[src/rtl/mdu_sequencer_pkg.sv]
// rtl/mdu_sequencer_pkg.sv - shared constants, M-ext funct3 encodings and sequencer states
package mdu_sequencer_pkg;

    localparam int XLEN  = 32;
    localparam int CNT_W = 6;

    localparam logic [6:0] FUNCT7_MEXT = 7'b0000001;

    localparam logic [2:0] F3_MUL    = 3'b000;
    localparam logic [2:0] F3_MULH   = 3'b001;
    localparam logic [2:0] F3_MULHSU = 3'b010;
    localparam logic [2:0] F3_MULHU  = 3'b011;
    localparam logic [2:0] F3_DIV    = 3'b100;
    localparam logic [2:0] F3_DIVU   = 3'b101;
    localparam logic [2:0] F3_REM    = 3'b110;
    localparam logic [2:0] F3_REMU   = 3'b111;

    typedef enum logic [1:0] {
        ST_IDLE = 2'd0,
        ST_MUL  = 2'd1,
        ST_DIV  = 2'd2,
        ST_DONE = 2'd3
    } mdu_state_e;

endpackage

[src/rtl/mdu_datapath.sv]
// rtl/mdu_datapath.sv - magnitude shift-add multiply / restoring divide datapath with sign correction
module mdu_datapath
    import mdu_sequencer_pkg::*;
#(
    parameter int XLEN = mdu_sequencer_pkg::XLEN
) (
    input  logic            i_clk,
    input  logic            i_rst_n,
    input  logic            i_load,
    input  logic            i_mul_step,
    input  logic            i_div_step,
    input  logic            i_done,
    input  logic [2:0]      i_funct3,
    input  logic [XLEN-1:0] i_src_a,
    input  logic [XLEN-1:0] i_src_b,
    output logic            o_special,
    output logic [XLEN-1:0] o_result
);

    logic [2:0]        r_op;
    logic              r_sign_a;
    logic              r_sign_b;
    logic [XLEN-1:0]   r_mag_a;
    logic [XLEN-1:0]   r_mag_b;
    logic [2*XLEN-1:0] r_acc;
    logic [XLEN:0]     r_rem;
    logic [XLEN-1:0]   r_quo;
    logic              r_special;
    logic [XLEN-1:0]   r_special_res;
    logic [XLEN-1:0]   r_result;

    logic              w_signed_a;
    logic              w_signed_b;
    logic              w_sign_a;
    logic              w_sign_b;
    logic [XLEN-1:0]   w_mag_a;
    logic [XLEN-1:0]   w_mag_b;
    logic              w_div_zero;
    logic              w_overflow;
    logic [XLEN-1:0]   w_special_res;
    logic [XLEN:0]     w_mul_sum;
    logic [XLEN:0]     w_rem_shift;
    logic              w_rem_ge;
    logic [2*XLEN-1:0] w_prod;
    logic [XLEN-1:0]   w_quo;
    logic [XLEN-1:0]   w_rem;
    logic [XLEN-1:0]   w_final;

    // MUL is computed on signed magnitudes; its low half is sign-agnostic anyway
    always_comb begin
        w_signed_a = (i_funct3 == F3_MUL) || (i_funct3 == F3_MULH) || (i_funct3 == F3_MULHSU)
                  || (i_funct3 == F3_DIV) || (i_funct3 == F3_REM);
        w_signed_b = (i_funct3 == F3_MUL) || (i_funct3 == F3_MULH)
                  || (i_funct3 == F3_DIV) || (i_funct3 == F3_REM);
        w_sign_a   = w_signed_a && i_src_a[XLEN-1];
        w_sign_b   = w_signed_b && i_src_b[XLEN-1];
        w_mag_a    = w_sign_a ? -i_src_a : i_src_a;
        w_mag_b    = w_sign_b ? -i_src_b : i_src_b;

        w_div_zero = i_funct3[2] && (i_src_b == '0);
        w_overflow = i_funct3[2] && !i_funct3[0]
                  && (i_src_a == {1'b1, {(XLEN-1){1'b0}}}) && (i_src_b == '1);
        o_special  = w_div_zero || w_overflow;

        if (w_div_zero) begin
            w_special_res = i_funct3[1] ? i_src_a : '1;
        end else begin
            w_special_res = i_funct3[1] ? '0 : i_src_a;
        end
    end

    always_comb begin
        w_mul_sum   = {1'b0, r_acc[2*XLEN-1:XLEN]} + (r_acc[0] ? {1'b0, r_mag_a} : '0);
        w_rem_shift = {r_rem[XLEN-1:0], r_quo[XLEN-1]};
        w_rem_ge    = (w_rem_shift >= {1'b0, r_mag_b});
    end

    // unsigned ops latch both signs as 0, so one XOR covers MUL/MULH/MULHSU/MULHU
    always_comb begin
        w_prod = (r_sign_a ^ r_sign_b) ? -r_acc : r_acc;
        w_quo  = (r_sign_a ^ r_sign_b) ? -r_quo : r_quo;
        w_rem  = r_sign_a ? -r_rem[XLEN-1:0] : r_rem[XLEN-1:0];
        if (r_special) begin
            w_final = r_special_res;
        end else if (!r_op[2]) begin
            w_final = (r_op[1:0] == 2'b00) ? w_prod[XLEN-1:0] : w_prod[2*XLEN-1:XLEN];
        end else begin
            w_final = r_op[1] ? w_rem : w_quo;
        end
        o_result = i_done ? w_final : r_result;
    end

    always_ff @(posedge i_clk or negedge i_rst_n) begin
        if (!i_rst_n) begin
            r_op          <= '0;
            r_sign_a      <= 1'b0;
            r_sign_b      <= 1'b0;
            r_mag_a       <= '0;
            r_mag_b       <= '0;
            r_acc         <= '0;
            r_rem         <= '0;
            r_quo         <= '0;
            r_special     <= 1'b0;
            r_special_res <= '0;
            r_result      <= '0;
        end else begin
            if (i_load) begin
                r_op          <= i_funct3;
                r_sign_a      <= w_sign_a;
                r_sign_b      <= w_sign_b;
                r_mag_a       <= w_mag_a;
                r_mag_b       <= w_mag_b;
                r_acc         <= {{XLEN{1'b0}}, w_mag_b};
                r_rem         <= '0;
                r_quo         <= w_mag_a;
                r_special     <= o_special;
                r_special_res <= w_special_res;
            end else if (i_mul_step) begin
                r_acc <= {w_mul_sum, r_acc[XLEN-1:1]};
            end else if (i_div_step) begin
                r_rem <= w_rem_ge ? (w_rem_shift - {1'b0, r_mag_b}) : w_rem_shift;
                r_quo <= {r_quo[XLEN-2:0], w_rem_ge};
            end
            if (i_done) begin
                r_result <= w_final;
            end
        end
    end

endmodule

[src/rtl/mdu_sequencer.sv]
// rtl/mdu_sequencer.sv - RV32M iterative multiply/divide sequencer FSM with pipeline stall
module mdu_sequencer
    import mdu_sequencer_pkg::*;
#(
    parameter int XLEN  = mdu_sequencer_pkg::XLEN,
    parameter int CNT_W = mdu_sequencer_pkg::CNT_W
) (
    input  logic            clock,
    input  logic            reset,
    input  logic            MDUStartE,
    input  logic [2:0]      funct3E,
    input  logic [XLEN-1:0] SrcAE,
    input  logic [XLEN-1:0] SrcBE,
    input  logic            KillE,
    output logic            StallMDU,
    output logic [XLEN-1:0] MDUResultE,
    output logic            MDUValidE,
    output logic            MDUBusy
);

    mdu_state_e       r_state;
    mdu_state_e       w_state_nxt;
    logic [CNT_W-1:0] r_cnt;
    logic [CNT_W-1:0] w_cnt_nxt;
    logic             w_accept;
    logic             w_special;
    logic             w_last;
    logic             w_mul_step;
    logic             w_div_step;
    logic             w_done;

    always_ff @(posedge clock or negedge reset) begin
        if (!reset) begin
            r_state <= ST_IDLE;
            r_cnt   <= '0;
        end else begin
            r_state <= w_state_nxt;
            r_cnt   <= w_cnt_nxt;
        end
    end

    // kill wins over start and over every in-flight state
    always_comb begin
        w_state_nxt = r_state;
        w_cnt_nxt   = r_cnt;
        w_accept    = 1'b0;
        w_last      = (r_cnt == CNT_W'(XLEN-1));
        w_mul_step  = 1'b0;
        w_div_step  = 1'b0;
        w_done      = 1'b0;
        StallMDU    = 1'b0;
        MDUValidE   = 1'b0;
        unique case (r_state)
            ST_IDLE: begin
                w_accept = MDUStartE && !KillE;
                StallMDU = w_accept;
                if (w_accept) begin
                    w_cnt_nxt = '0;
                    if (w_special) begin
                        w_state_nxt = ST_DONE;
                    end else begin
                        w_state_nxt = funct3E[2] ? ST_DIV : ST_MUL;
                    end
                end
            end
            ST_MUL, ST_DIV: begin
                StallMDU   = 1'b1;
                w_mul_step = (r_state == ST_MUL) && !KillE;
                w_div_step = (r_state == ST_DIV) && !KillE;
                if (KillE) begin
                    w_state_nxt = ST_IDLE;
                end else begin
                    w_cnt_nxt = r_cnt + 1'b1;
                    if (w_last) begin
                        w_state_nxt = ST_DONE;
                    end
                end
            end
            ST_DONE: begin
                w_done      = !KillE;
                MDUValidE   = !KillE;
                w_state_nxt = ST_IDLE;
            end
            default: w_state_nxt = ST_IDLE;
        endcase
        MDUBusy = (r_state != ST_IDLE);
    end

    mdu_datapath #(
        .XLEN(XLEN)
    ) u_datapath (
        .i_clk      (clock),
        .i_rst_n    (reset),
        .i_load     (w_accept),
        .i_mul_step (w_mul_step),
        .i_div_step (w_div_step),
        .i_done     (w_done),
        .i_funct3   (funct3E),
        .i_src_a    (SrcAE),
        .i_src_b    (SrcBE),
        .o_special  (w_special),
        .o_result   (MDUResultE)
    );

endmodule

[config.mk]
export PLATFORM = sky130hd
export DESIGN_NAME = mdu_sequencer
export DESIGN_NICKNAME = d
export VERILOG_FILES = /design/src/rtl/mdu_sequencer_pkg.sv /design/src/rtl/mdu_datapath.sv /design/src/rtl/mdu_sequencer.sv
export SDC_FILE = /design/constraint.sdc
export NUM_CORES = 1
export LEC_CHECK = 0
export BUFFER_PORTS_ARGS = -buffer_cell sky130_fd_sc_hd__clkbuf_2
export CAP_MARGIN = 20
export CORE_ASPECT_RATIO = 1.1
export CORE_UTILIZATION = 42
export DETAILED_ROUTE_END_ITERATION = 12
export GPL_TIMING_DRIVEN = 0
export PLACE_DENSITY = 0.55
export SLEW_MARGIN = 20
export SYNTH_ARGS = -nofsm -noshare
export SYNTH_HDL_FRONTEND = slang
export SYNTH_SLANG_ARGS = --single-unit
[constraint.sdc]
create_clock -name clock -period 8.41 [get_ports clock]
set_input_delay 1.682 -clock clock [delete_from_list [all_inputs] [get_ports clock]]
set_output_delay 1.682 -clock clock [all_outputs]
set_load 0.05 [all_outputs]
==> qor.csv <==
stage;metric;value;unit
status;status;complete, no violations;
route;first_iter_violations;2137;
sta;rsz0062_at_grt;no;
layout;area_delta_synth_final;12.5;%
synth;synth_top_flop_cell;dfrtp_1;
route;drc;0;
cts;postCtsHoldBufs;0;
layout;fillers;4747;
synth;ys_seq_elements;270;
power_and_ir_drop;power_density;455;mW/mm^2
cts;cts_made_buffers;35;
sta;max_freq;144;MHz
route;wl_per_cell;26.8;um
synth;synth_cells;2551;
setup_path;cp_slowest_stage_delay;1070;ps
synth;syn_area;0.0200;sq mm
grt;grt_pass1_vias;19600;
floorplan;start_util;0.426;
sta;setup_viol;0;
sta;relSlewSlack;0.152;
setup_path;arrival;5250;ps
setup_path;cp_cell_sequence;clkbuf_1 -> xnor2_1 -> clkbuf_1 -> clkbuf_1 -> nor2_1 -> xor2_1 -> o21ai_0 -> o21ai_0 -> clkbuf_2;
cts;cts-root-buf;clkbuf_16;
route;drt-pass1-iter-count;6;
synth;yosys.area_share.xor_xnor;0.0991;
cts;clk-insertion-delay-late;550;ps
synth;yosysSeqAreaShare;0.338;
sta;tightestPinTransition;1260;ps
sta;slew_violations;0;
place;placed_area;0.0214;sq mm
synth;synth_fa_ha_area_frac;0.0502;
sta;final-hold-violation-count;0;
cts;post_cts_resized;0;
layout;drive_gt1_frac;0.0711;
synth;synth_nets;2701;
setup_path;crit_required;6730;ps
layout;final_util;0.480;
cts;cts_tree;yes;
cts;clock_sinks;270;
synth;synth_top_family_by_area;compound AO/OA/AOI/OAI gates;
synth;synth_compound_area_frac;0.235;
floorplan;die_x;210;um
grt;antenna_found_initial;2;
route;vias;20500;
cts;cts_max_level;2;
layout;seqCellArea;0.00676;sq mm
power_and_ir_drop;p_leak;9.69;nW
place;port_buffers;105;
grt;grt_max_degree;88;
place;hpwl;71100;um
cts;cts_buffer_depth;3;
floorplan;core;0.0468;sq mm
grt;overflow;0;
synth;synth_edf_count;0;
layout;nets;2847;
layout;final_area;0.0225;sq mm
floorplan;ioPinCount;106;
synth;async_reset_ff_frac;1.00;
layout;antenna_cells;0;
setup_path;crit_type;flop to primary output;
sta;fin_crit_sh;0.825;
floorplan;chipHeight;231;um
layout;multi_input_area;0.0124;sq mm
grt;grt.total_usage;0.372;
synth;avgSynthCellArea;7.83;sq um
setup_path;worst_path_most_repeated_cell;clkbuf_1;
synth;yosys_warnings;0;
grt;grt_pass1_wl;132000;um
route;wl;90000;um
route;via_per_inst;6.10;
route;ant_nets;0;
cts;cts_setup_buffers;0;
power_and_ir_drop;vdd_drop_max;0.000179;V
floorplan;dieArea;0.0484;sq mm
synth;synth.distinct_cells;78;
sta;skew;18.0;ps
job;drv_cap;0;
setup_path;slowest_stage;xnor2_1;
setup_path;worst_setup_path_end_kind;primary output;
min_path;hp-class;flop to flop;
setup_path;cp_max_fo;10;
synth;yosys.area_share.simple;0.229;
sta;period_minus_slack;6940;ps
cts;clk_pin_slew;60;ps
sta;final.setup.tns;0;ps
setup_path;cp-start-kind;flop;
floorplan;rows;83;
place;gp_congestion;1.02;
synth;synth_mux_area_frac;0.00564;
synth_stat cells, drive strengths merged, types with 3 or more instances:
cell | instances | area share
xnor2 | 113 | 0.050
nor4 | 27 | 0.010
dfrtp | 270 | 0.34
mux2i | 9 | 0.0045
nand4b | 3 | 0.0013
a211o | 4 | 0.0018
nand2 | 328 | 0.062
a41oi | 6 | 0.0026
nor2 | 243 | 0.046
o21ai | 232 | 0.058
nand2b | 21 | 0.0066
o211ai | 16 | 0.0060
buf | 13 | 0.0027
nand4 | 19 | 0.0060
and4 | 6 | 0.0026
o31ai | 33 | 0.013
and2 | 40 | 0.013
a221oi | 13 | 0.0057
nor3b | 6 | 0.0025
or2 | 8 | 0.0025
and3 | 78 | 0.024
or4 | 25 | 0.0098
o41ai | 21 | 0.011
or3 | 18 | 0.0056
ha | 77 | 0.048
a21oi | 307 | 0.077
nand3 | 49 | 0.013
o21a | 3 | 0.0011
o221ai | 7 | 0.0031
a211oi | 37 | 0.014
o21bai | 8 | 0.0030
a2111oi | 7 | 0.0034
a311oi | 3 | 0.0013
nand3b | 9 | 0.0034
clkbuf | 141 | 0.027
inv | 72 | 0.014
a31oi | 31 | 0.0097
a21o | 28 | 0.011
xor2 | 113 | 0.050
nor2b | 12 | 0.0038
nor3 | 55 | 0.015
o211a | 7 | 0.0035
a221o | 4 | 0.0020
kinds of logic (layout without fill, tap and decap cells):
| kind of cell | Yosys count | after routing |
|---|---|---|
| xor+xnor | 226 | 226 |
| buf+inv | 226 | 391 |
| fa+ha+maj | 79 | 79 |
| mux | 11 | 11 |
| flops | 270 | 270 |
| simple gates | 952 | 952 |
| compound gates | 787 | 787 |
placed cells by master (no fill, tap or decap), types with 9 or more instances in the layout:
master	n
a211oi_1	37
a21o_1	28
a221oi_1	13
nor3_1	52
nor2b_1	12
nor2_1	243
inv_1	72
or3_1	18
nand2b_1	21
or4_1	23
o21ai_0	225
and2_1	39
and3_1	78
mux2i_1	9
nand3_1	48
o41ai_1	18
o31ai_1	32
ha_1	77
dfrtp_1	270
xor2_1	113
nand4_1	19
buf_1	9
nand2_1	327
clkbuf_1	148
nand3b_1	9
clkbuf_16	35
xnor2_1	113
nor4_1	21
a31oi_1	31
o211ai_1	16
a21oi_1	307
clkbuf_2	104
layer usage:
metal	wire (um)	global-route usage	part of all wire	up-vias
met2	40800	0.590	0.45	828
met4	6470	0.235	0.072	2
met5	11	0	0.00012	-
met1	37200	0.480	0.41	10000
met3	5430	0.0477	0.060	230
li1	-	-	-	9369
power breakdown:
part           switching [mW]  internal (mW)  leakage, nW
sequential              0.753           1.89         3.29
clock                   0.610          0.852        0.524
combinational            4.11           2.01         5.88
total                    5.47           4.75         9.69
state kept, by name, summed over array words and instances, names as in the netlist:
name	flops
u_datapath.r_rem	32
u_datapath.r_acc	64
u_datapath.r_result	32
u_datapath.r_special_res	32
u_datapath.r_quo	32
r_cnt	6
u_datapath.r_sign_b	1
u_datapath.r_mag_a	32
u_datapath.r_special	1
r_state	2
u_datapath.r_sign_a	1
u_datapath.r_mag_b	32
u_datapath.r_op	3
area by class of cell:
class	count	area share
Clock inverter	7	0.00295
Timing Repair Buffer	109	0.0278
Inverter	72	0.0120
Tap cell	637	0.0355
Buffer	154	0.0260
Clock buffer	49	0.0444
Multi-Input combinational cell	2055	0.551
Sequential cell	270	0.301
critical path, delay by kind of cell, from the launching register on:
kind / cells / cell delay (ps)
xor+xnor: 2 / 1260
compound gates: 2 / 1040
buf+inv: 4 / 1890
flops: 1 / 360
simple gates: 1 / 130
per-stage QoR:
| stage | hold WS, ps | worst slack [ps] | std cells | total power, mW |
|---|---|---|---|---|
| after floorplan | 438 | 2720 | 2551 | 6.43 |
| after detailed placement | 465 | 1740 | 3297 | 8.60 |
| after global placement | 462 | -395 | 3293 | 8.54 |
| final | 473 | 1470 | 3353 | 10.2 |
| after CTS | 477 | 1670 | 3353 | 10.1 |
| after global routing | 495 | 1580 | 3353 | 10.8 |
path summary, 6_finish.rpt:
path                                             start                          end  slack, ps  cells past startpoint
setup / recovery                   u_datapath.r_sign_a               MDUResultE[14]       1470                      9
hold / removal             u_datapath.r_special_res[7]  u_datapath.r_special_res[7]        470                      2
setup reg to reg                   u_datapath.r_sign_a      u_datapath.r_result[14]       3820                      8
hold reg to reg            u_datapath.r_special_res[7]  u_datapath.r_special_res[7]        470                      2
max in group asynchronous                        reset         u_datapath.r_acc[32]       6110                      3
min in group asynchronous                        reset       u_datapath.r_mag_b[22]       1080                      1
Note: power is estimated with default switching activity, not from simulation.
